File: config.mk
export PLATFORM = sky130hd
export DESIGN_NAME = pinaipple_dev_adapter
export DESIGN_NICKNAME = d
export VERILOG_FILES = /design/src/rtl/pinaipple_bus_pkg.sv /design/src/rtl/pinaipple_sync_fifo.sv /design/src/rtl/pinaipple_dev_adapter.sv
export SDC_FILE = /design/constraint.sdc
export NUM_CORES = 1
export LEC_CHECK = 0
export CAP_MARGIN = 20
export CORE_ASPECT_RATIO = 1.1
export CORE_MARGIN = 8
export CORE_UTILIZATION = 45
export DETAILED_ROUTE_END_ITERATION = 8
export PLACE_DENSITY = 0.94
export SKIP_LAST_GASP = 1
export SLEW_MARGIN = 30
export SYNTH_ARGS = -nofsm -noshare
export SYNTH_HDL_FRONTEND = slang
export SYNTH_SLANG_ARGS = --single-unit
File: constraint.sdc
create_clock -name clk_i -period 7.8 [get_ports clk_i]
set_clock_uncertainty 0.2 [all_clocks]
set_input_delay 1.95 -clock clk_i [delete_from_list [all_inputs] [get_ports clk_i]]
set_output_delay 1.95 -clock clk_i [all_outputs]
set_load 0.05 [all_outputs]
File: src/rtl/pinaipple_bus_pkg.sv
// Shared types and defaults for the L1 device-port adapter.
// The default widths describe the standard device-port configuration.
package pinaipple_bus_pkg;

    localparam int unsigned NBR_HOSTS_LOG2_DEFAULT = 1;
    localparam int unsigned DATA_WIDTH_DEFAULT     = 32;
    localparam int unsigned ADDR_WIDTH_DEFAULT     = 20;

    typedef struct packed {
        logic [NBR_HOSTS_LOG2_DEFAULT-1:0] ini;
        logic                              is_write;
    } pend_entry_t;

    typedef struct packed {
        logic [NBR_HOSTS_LOG2_DEFAULT-1:0] ini;
        logic [DATA_WIDTH_DEFAULT-1:0]     rdata;
    } resp_entry_t;

    // Occupancy counters must be able to represent Depth itself, not just Depth-1.
    function automatic int unsigned cnt_width(input int unsigned depth);
        return $clog2(depth) + 1;
    endfunction

endpackage

File: src/rtl/pinaipple_sync_fifo.sv
// Small synchronous FIFO with registered storage; push and pop may happen in the
// same cycle even when full, the written slot being the one that is popped.
module pinaipple_sync_fifo
    import pinaipple_bus_pkg::*;
#(
    parameter type         T     = logic,
    parameter int unsigned Depth = 2
) (
    input  logic                   clk_i,
    input  logic                   rst_i,
    input  logic                   push_i,
    input  T                       data_i,
    input  logic                   pop_i,
    output logic                   full_o,
    output logic                   empty_o,
    output T                       head_o,
    output logic [$clog2(Depth):0] count_o,
    output logic                   overflow_o
);

    localparam int unsigned PtrW = $clog2(Depth);
    localparam int unsigned CntW = $clog2(Depth) + 1;

    T                mem_q [Depth];
    T                mem_d [Depth];
    logic [PtrW-1:0] wr_ptr_q, wr_ptr_d;
    logic [PtrW-1:0] rd_ptr_q, rd_ptr_d;
    logic [CntW-1:0] count_q, count_d;
    logic            pop_eff;
    logic            push_eff;

    assign full_o  = (count_q == CntW'(Depth));
    assign empty_o = (count_q == '0);
    assign head_o  = mem_q[rd_ptr_q];
    assign count_o = count_q;

    always_comb begin
        pop_eff    = pop_i & ~empty_o;
        push_eff   = push_i & (~full_o | pop_eff);
        overflow_o = push_i & full_o & ~pop_eff;
        mem_d      = mem_q;
        wr_ptr_d   = wr_ptr_q;
        rd_ptr_d   = rd_ptr_q;
        if (push_eff) begin
            mem_d[wr_ptr_q] = data_i;
            wr_ptr_d        = wr_ptr_q + PtrW'(1);
        end
        if (pop_eff) begin
            rd_ptr_d = rd_ptr_q + PtrW'(1);
        end
        count_d = count_q + CntW'(push_eff) - CntW'(pop_eff);
    end

    always_ff @(posedge clk_i or posedge rst_i) begin
        if (rst_i) begin
            for (int i = 0; i < int'(Depth); i++) begin
                mem_q[i] <= '0;
            end
            wr_ptr_q <= '0;
            rd_ptr_q <= '0;
            count_q  <= '0;
        end else begin
            mem_q    <= mem_d;
            wr_ptr_q <= wr_ptr_d;
            rd_ptr_q <= rd_ptr_d;
            count_q  <= count_d;
        end
    end

    a_no_push_full: assert property (@(posedge clk_i) disable iff (rst_i)
        !(push_i && full_o && !pop_i));
    a_no_pop_empty: assert property (@(posedge clk_i) disable iff (rst_i)
        !(pop_i && empty_o));

endmodule

File: src/rtl/pinaipple_dev_adapter.sv
// Device-side adapter: credit-based request acceptance, in-order tracking of the
// initiator of every access, and a response buffer that honours resp_ready_i.
module pinaipple_dev_adapter
    import pinaipple_bus_pkg::*;
#(
    parameter int unsigned DataWidth    = DATA_WIDTH_DEFAULT,
    parameter int unsigned AddrWidth    = ADDR_WIDTH_DEFAULT,
    parameter int unsigned NbrHostsLog2 = NBR_HOSTS_LOG2_DEFAULT,
    parameter int unsigned Depth        = 2,
    parameter bit          WriteResp    = 1'b1
) (
    input  logic                    clk_i,
    input  logic                    rst_i,
    input  logic                    req_valid_i,
    output logic                    req_ready_o,
    input  logic [NbrHostsLog2-1:0] req_ini_addr_i,
    input  logic [AddrWidth-1:0]    req_tgt_addr_i,
    input  logic                    req_wen_i,
    input  logic [DataWidth-1:0]    req_wdata_i,
    input  logic [DataWidth/8-1:0]  req_be_i,
    output logic                    resp_valid_o,
    input  logic                    resp_ready_i,
    output logic [NbrHostsLog2-1:0] resp_ini_addr_o,
    output logic [DataWidth-1:0]    resp_rdata_o,
    output logic                    dev_req_o,
    output logic                    dev_we_o,
    output logic [DataWidth/8-1:0]  dev_be_o,
    output logic [31:0]             dev_addr_o,
    output logic [DataWidth-1:0]    dev_wdata_o,
    input  logic                    dev_rvalid_i,
    input  logic [DataWidth-1:0]    dev_rdata_i,
    output logic                    err_o
);

    localparam int unsigned CntW = cnt_width(Depth);

    typedef struct packed {
        logic [NbrHostsLog2-1:0] ini;
        logic                    is_write;
    } pend_t;

    typedef struct packed {
        logic [NbrHostsLog2-1:0] ini;
        logic [DataWidth-1:0]    rdata;
    } resp_t;

    pend_t           pend_in, pend_head;
    resp_t           resp_in, resp_head;
    logic            pend_full, pend_empty, pend_ovf;
    logic            resp_full, resp_empty, resp_ovf;
    logic [CntW-1:0] pend_cnt, resp_cnt, occ;
    logic            acc, cpl, stray, resp_push, resp_pop;
    logic            err_q, err_d;

    // Buffered responses hold credits too, so a stalled network throttles new requests.
    assign occ         = pend_cnt + resp_cnt;
    assign req_ready_o = (occ < CntW'(Depth));
    assign acc         = req_valid_i & req_ready_o;

    assign dev_req_o   = acc;
    assign dev_we_o    = req_wen_i;
    assign dev_be_o    = req_be_i;
    assign dev_addr_o  = 32'(req_tgt_addr_i);
    assign dev_wdata_o = req_wdata_i;

    always_comb begin
        pend_in.ini      = req_ini_addr_i;
        pend_in.is_write = req_wen_i;
        cpl              = dev_rvalid_i & ~pend_empty;
        stray            = dev_rvalid_i & pend_empty;
        resp_push        = cpl & (~pend_head.is_write | WriteResp);
        resp_in.ini      = pend_head.ini;
        resp_in.rdata    = pend_head.is_write ? '0 : dev_rdata_i;
        resp_pop         = resp_valid_o & resp_ready_i;
        err_d            = err_q | stray | pend_ovf | resp_ovf;
    end

    pinaipple_sync_fifo #(
        .T     (pend_t),
        .Depth (Depth)
    ) u_pend_fifo (
        .clk_i      (clk_i),
        .rst_i      (rst_i),
        .push_i     (acc),
        .data_i     (pend_in),
        .pop_i      (cpl),
        .full_o     (pend_full),
        .empty_o    (pend_empty),
        .head_o     (pend_head),
        .count_o    (pend_cnt),
        .overflow_o (pend_ovf)
    );

    pinaipple_sync_fifo #(
        .T     (resp_t),
        .Depth (Depth)
    ) u_resp_fifo (
        .clk_i      (clk_i),
        .rst_i      (rst_i),
        .push_i     (resp_push),
        .data_i     (resp_in),
        .pop_i      (resp_pop),
        .full_o     (resp_full),
        .empty_o    (resp_empty),
        .head_o     (resp_head),
        .count_o    (resp_cnt),
        .overflow_o (resp_ovf)
    );

    assign resp_valid_o    = ~resp_empty;
    assign resp_ini_addr_o = resp_head.ini;
    assign resp_rdata_o    = resp_head.rdata;
    assign err_o           = err_q;

    always_ff @(posedge clk_i or posedge rst_i) begin
        if (rst_i) begin
            err_q <= 1'b0;
        end else begin
            err_q <= err_d;
        end
    end

    a_resp_stable: assert property (@(posedge clk_i) disable iff (rst_i)
        (resp_valid_o && !resp_ready_i) |=>
            (resp_valid_o && $stable(resp_rdata_o) && $stable(resp_ini_addr_o)));

    a_full_flags_consistent: assert property (@(posedge clk_i) disable iff (rst_i)
        !(pend_full && resp_full));

endmodule

; Yosys cells after proc, flatten, opt, wreduce, memory -nomap -nowiden
; Index checks and enable logic that the tools add are counted.
[word_totals]
input_bits = 95
ff_bits = 79
out_inout_bits = 106
[op_classes]
n_reduce_logical = 4
muxes = 13
eq_ne = 2
add_sub_neg = 9
n_bitwise = 27
magnitude_cmp = 7
[op_table]
columns = op, n
row1 = 2-to-1 mux 33 bit, 4
row2 = bitwise mux 66 bit, 1
row3 = demux 33 bit (select 1 bit), 1
row4 = 2-to-1 mux 32 bit, 1
row5 = bitwise AND 1 bit, 12
row6 = greater-or-equal comparator 2 bit (second input constant), 4
row7 = 2-to-1 mux 2 bit, 4
row8 = inverter 1 -> 2 bit, 4
row9 = inverter 1 bit, 6
row10 = OR 1 bit, 5
row11 = adder 1 bit (second input constant), 4
row12 = adder 2 x 1 -> 2 bit, 2
row13 = bitwise mux 4 bit, 1
row14 = == test 2 bit (second input constant), 2
row15 = logical NOT 2 bit, 2
row16 = less-than comparator 2 x 1 -> 1 bit (second input constant), 2
row17 = subtractor 2 x 1 -> 2 bit, 2
row18 = adder 2 bit, 1
row19 = demux 2 bit (select 1 bit), 1
row20 = logical AND 1 bit, 2
row21 = less-than comparator 2 bit (second input constant), 1

; Longest topological paths before layout
[logic_depth]
ltp_word = 8
ltp_mapped = 8

; Hierarchy
; From an unflattened synthesis, not the netlist that was laid out.
[unflattened]
cells_unflattened = 354
hier_area_um2 = 4606.9
[by_module_without_submodules]
columns = mod, area_per_inst_um2, seq_area_each_um2, cells_per_inst, instances
row1 = pinaipple_sync_fifo (u_resp_fifo), 3343.2, 1751.7, 202, 1
row2 = pinaipple_dev_adapter, 847.1, 25.0, 117, 1
row3 = pinaipple_sync_fifo (u_pend_fifo), 416.6, 200.2, 35, 1

; Worst setup path after synthesis
; No wires, ideal clock.
[synth_path]
kind = input port to output port
startpoint = input req_valid_i
endpoint = output dev_req_o
setup_slack_ns = 3.293
arrival_ns = 2.357
required_ns = 5.650
cell_stages = 1
path_cell_list = and2_1
[synth_between]
elab_chain_len = 1
[synth_rtl]
columns = item, line_no
row1 = from (decl), pinaipple_dev_adapter.sv:14  ; input logic req_valid_i,
row2 = bitwise AND 1 bit, pinaipple_dev_adapter.sv:58  ; assign acc = req_valid_i & req_ready_o;
row3 = to (decl), pinaipple_dev_adapter.sv:25  ; output logic dev_req_o,
; No other way between the ends.

; Worst setup path after layout
; Same ends and word-level chain as after synthesis.

==> results.json <==
{
  "status": "finished, final reports clean",
  "synthDominantAreaCellType": "dfrtp_1",
  "start_kind": "input port",
  "grt_pass1_vias": 3087,
  "grt_pass1_wl_mm": 14.8,
  "synth_cell_type_count": 37,
  "synthTopCellsByArea": "dfrtp_1 46%, buf_4 12%, mux2_2 8.9%, nand2_1 8.4%, o21ai_2 6.7%",
  "ys_ff_latch": 79,
  "path_class": "in -> out",
  "p_leak_uw": 0.00217,
  "yosys.area_share.xor_xnor": 0.0223,
  "avgRoutedWirePerCell_um": 15.5,
  "fin_util": 0.517,
  "io_buffers": 76,
  "worst_pin_slew_ns": 0.705,
  "ys.flop_type": "dfrtp_1",
  "cts_buffer_depth": 2,
  "finalHoldViolCount": 0,
  "hold_path_end": "u_resp_fifo.mem_q[9]",
  "die_h_um": 119,
  "cts_tree": "done",
  "vias": 2814,
  "overflow": 0,
  "detail_route.iter0.violations": 77,
  "drc_errors": 0,
  "yosys_warnings": 0,
  "layout_common_cells": "97 x nand2_1, 79 x dfrtp_1, 76 x clkdlybuf4s50_1",
  "cts-resized-gates": 0,
  "final_cell_area_um2": 4840,
  "synthArstFlopShare": 1.00,
  "reg2reg_from": "u_resp_fifo.count_o[1]",
  "final_common_cell": "nand2_1",
  "hold_start": "u_resp_fifo.mem_q[9]",
  "drive_gt1_frac": 0.221,
  "powerDensity_nw_per_um2": 511,
  "worstPathMaxFanout": 5,
  "reg2reg_to": "u_resp_fifo.mem_q[49]",
  "holdPathStages": 2,
  "syn_to_final_growth_pct": 12.2,
  "dr.pass1.iters": 4,
  "reg2reg_depth": 4,
  "synthAdderAreaFrac": 0.0116,
  "crit_path_max_incr_delay_ns": 0.80,
  "cts.clk_slew.worst_paths_ns": 0.07,
  "io_pins": 201,
  "setup_tns_ns": 0,
  "worst_path_max_delay_cell": "clkdlybuf4s50_1",
  "crit_family": "buffers and inverters",
  "critPathMostFrequentCell": "clkdlybuf4s50_1",
  "slew_headroom": 0.530,
  "fmax_ghz": 0.179,
  "die_x_um": 109,
  "rsz0062_at_grt": "no",
  "clkLatencyLatePin_ns": 0.34,
  "synth_top_family_by_area": "buffers and inverters",
  "synth_compound_area_frac": 0.126,
  "core_area_um2": 9350,
  "cts-hold-fix-buffers": 0,
  "ir_worst_vdd_mv": 0.224,
  "row_count": 37,
  "hold_path_class": "reg -> reg",
  "synthSimpleGateAreaFrac": 0.112,
  "synthMuxAreaShare": 0.0963,
  "cp_cell_sequence": "clkdlybuf4s50_1, and2_1, clkdlybuf4s50_1",
  "cts_sinks": 79,
  "synth_cells": 423,
  "die_area_um2": 13000,
  "yosysSeqAreaShare": 0.458,
  "cp-end-kind": "output pin",
  "dp.final_hpwl_mm": 6.10,
  "drtAntennaViolNets": 0,
  "grtUsageTotal": 0.140,
  "antenna_found_initial": 0,
  "final_nets": 532,
  "slew_violations": 0,
  "avgSynthCellArea_um2": 10.2,
  "num_antenna_cells": 0,
  "period_share": 0.717,
  "synth_edf_count": 0,
  "critPathBufInv": 2,
  "cts_root_buffer": "clkbuf_8",
  "cts_made_buffers": 9,
  "gp_congestion": 0.721,
  "postCtsSetupBuffers": 0,
  "initial_core_util": 0.461,
  "placed_cell_area_um2": 4610,
  "grt_max_degree": 80,
  "r2r_slack_ns": 5.36,
  "crit_required_ns": 5.65,
  "setup_viol": 0,
  "arrival_ns": 3.44,
  "via_per_inst": 5.07,
  "drv_cap": 0,
  "routed_wl_mm": 8.63,
  "netlist_area_um2": 4310,
  "min_period_ns": 5.59,
  "htreeDepth": 3,
  "synth_top_area_frac": 0.458
}
==> registers in the layout (all words and copies together) (netlist names) <==
signal / cells
u_resp_fifo.count_o: 2
u_resp_fifo.mem_q: 66
err_o: 1
u_pend_fifo.mem_q: 4
u_pend_fifo.rd_ptr_q: 1
u_resp_fifo.wr_ptr_q: 1
u_pend_fifo.wr_ptr_q: 1
u_pend_fifo.count_o: 2
u_resp_fifo.rd_ptr_q: 1
==> tightest hold or removal path: stages (launching register included) <==
cell	delay [ns]
dfrtp_1	0.34
nand2_1	0.06
o21ai_2	0.05
==> power by group <==
part,switching (µW),internal [µW],total (µW)
combinational,904,546,1450
sequential,128,589,717
clock,146,156,302
==> area by class of cell <==
cell class | count | area [µm²]
sequential | 79 | 1980
fill | 866 | 4510
clock inverter | 5 | 57.6
multi-input combinational | 256 | 1660
tap | 117 | 146
inverter | 6 | 23.8
clock buffer | 11 | 141
timing repair buffer | 81 | 835
==> metrics by stage <==
step | total power, µW | hold WS (ns) | cells | setup slack (ns)
final | 2470 | 0.278 | 555 | 2.21
after floorplan | 1880 | 0.245 | 434 | 3.29
after global routing | 2630 | 0.304 | 555 | 2.18
after global placement | 2110 | 0.253 | 537 | 2.21
after CTS | 2500 | 0.280 | 554 | 2.20
after detailed placement | 2190 | 0.264 | 538 | 2.21
==> per-layer routing <==
layer / track usage / routed length, µm
met2: 0.246 / 4520
met4: 0.0524 / 165
met3: 0.0462 / 573
met5: 0 / 0
met1: 0.150 / 3370
==> worst max-delay path by stage <==
stage | from | slack [ns] | to | depth (start not counted)
after CTS | req_valid_i | 2.20 | dev_req_o | 3
after detailed placement | req_valid_i | 2.21 | dev_req_o | 3
after global routing | req_valid_i | 2.18 | dev_req_o | 3
after global placement | req_valid_i | 2.21 | dev_req_o | 3
after floorplan | req_valid_i | 3.29 | dev_req_o | 1
final | req_valid_i | 2.21 | dev_req_o | 3
==> logic make-up (layout without fill, tap and decap cells) <==
family	after synthesis	after routing
simple gates	114	114
xor+xnor	11	11
compound gates	78	78
other cells	1	12
mux	37	37
flops	79	79
fa+ha+maj	4	4
buf+inv	99	103
==> cell usage after synthesis, types with 2 or more instances <==
library cell	n
nand2b_1	2
clkbuf_2	2
a31oi_1	2
xnor2_1	8
nand2_1	97
ha_1	4
mux2_2	34
o21ai_0	12
xor2_1	3
o21ai_2	33
o21ai_1	23
buf_4	71
nand2_2	3
buf_6	9
mux2_1	2
nor2b_1	3
clkbuf_1	4
o2bb2ai_1	4
inv_1	6
buf_2	4
and2_1	3
dfrtp_1	79
Power figures use the tool's default switching activity.
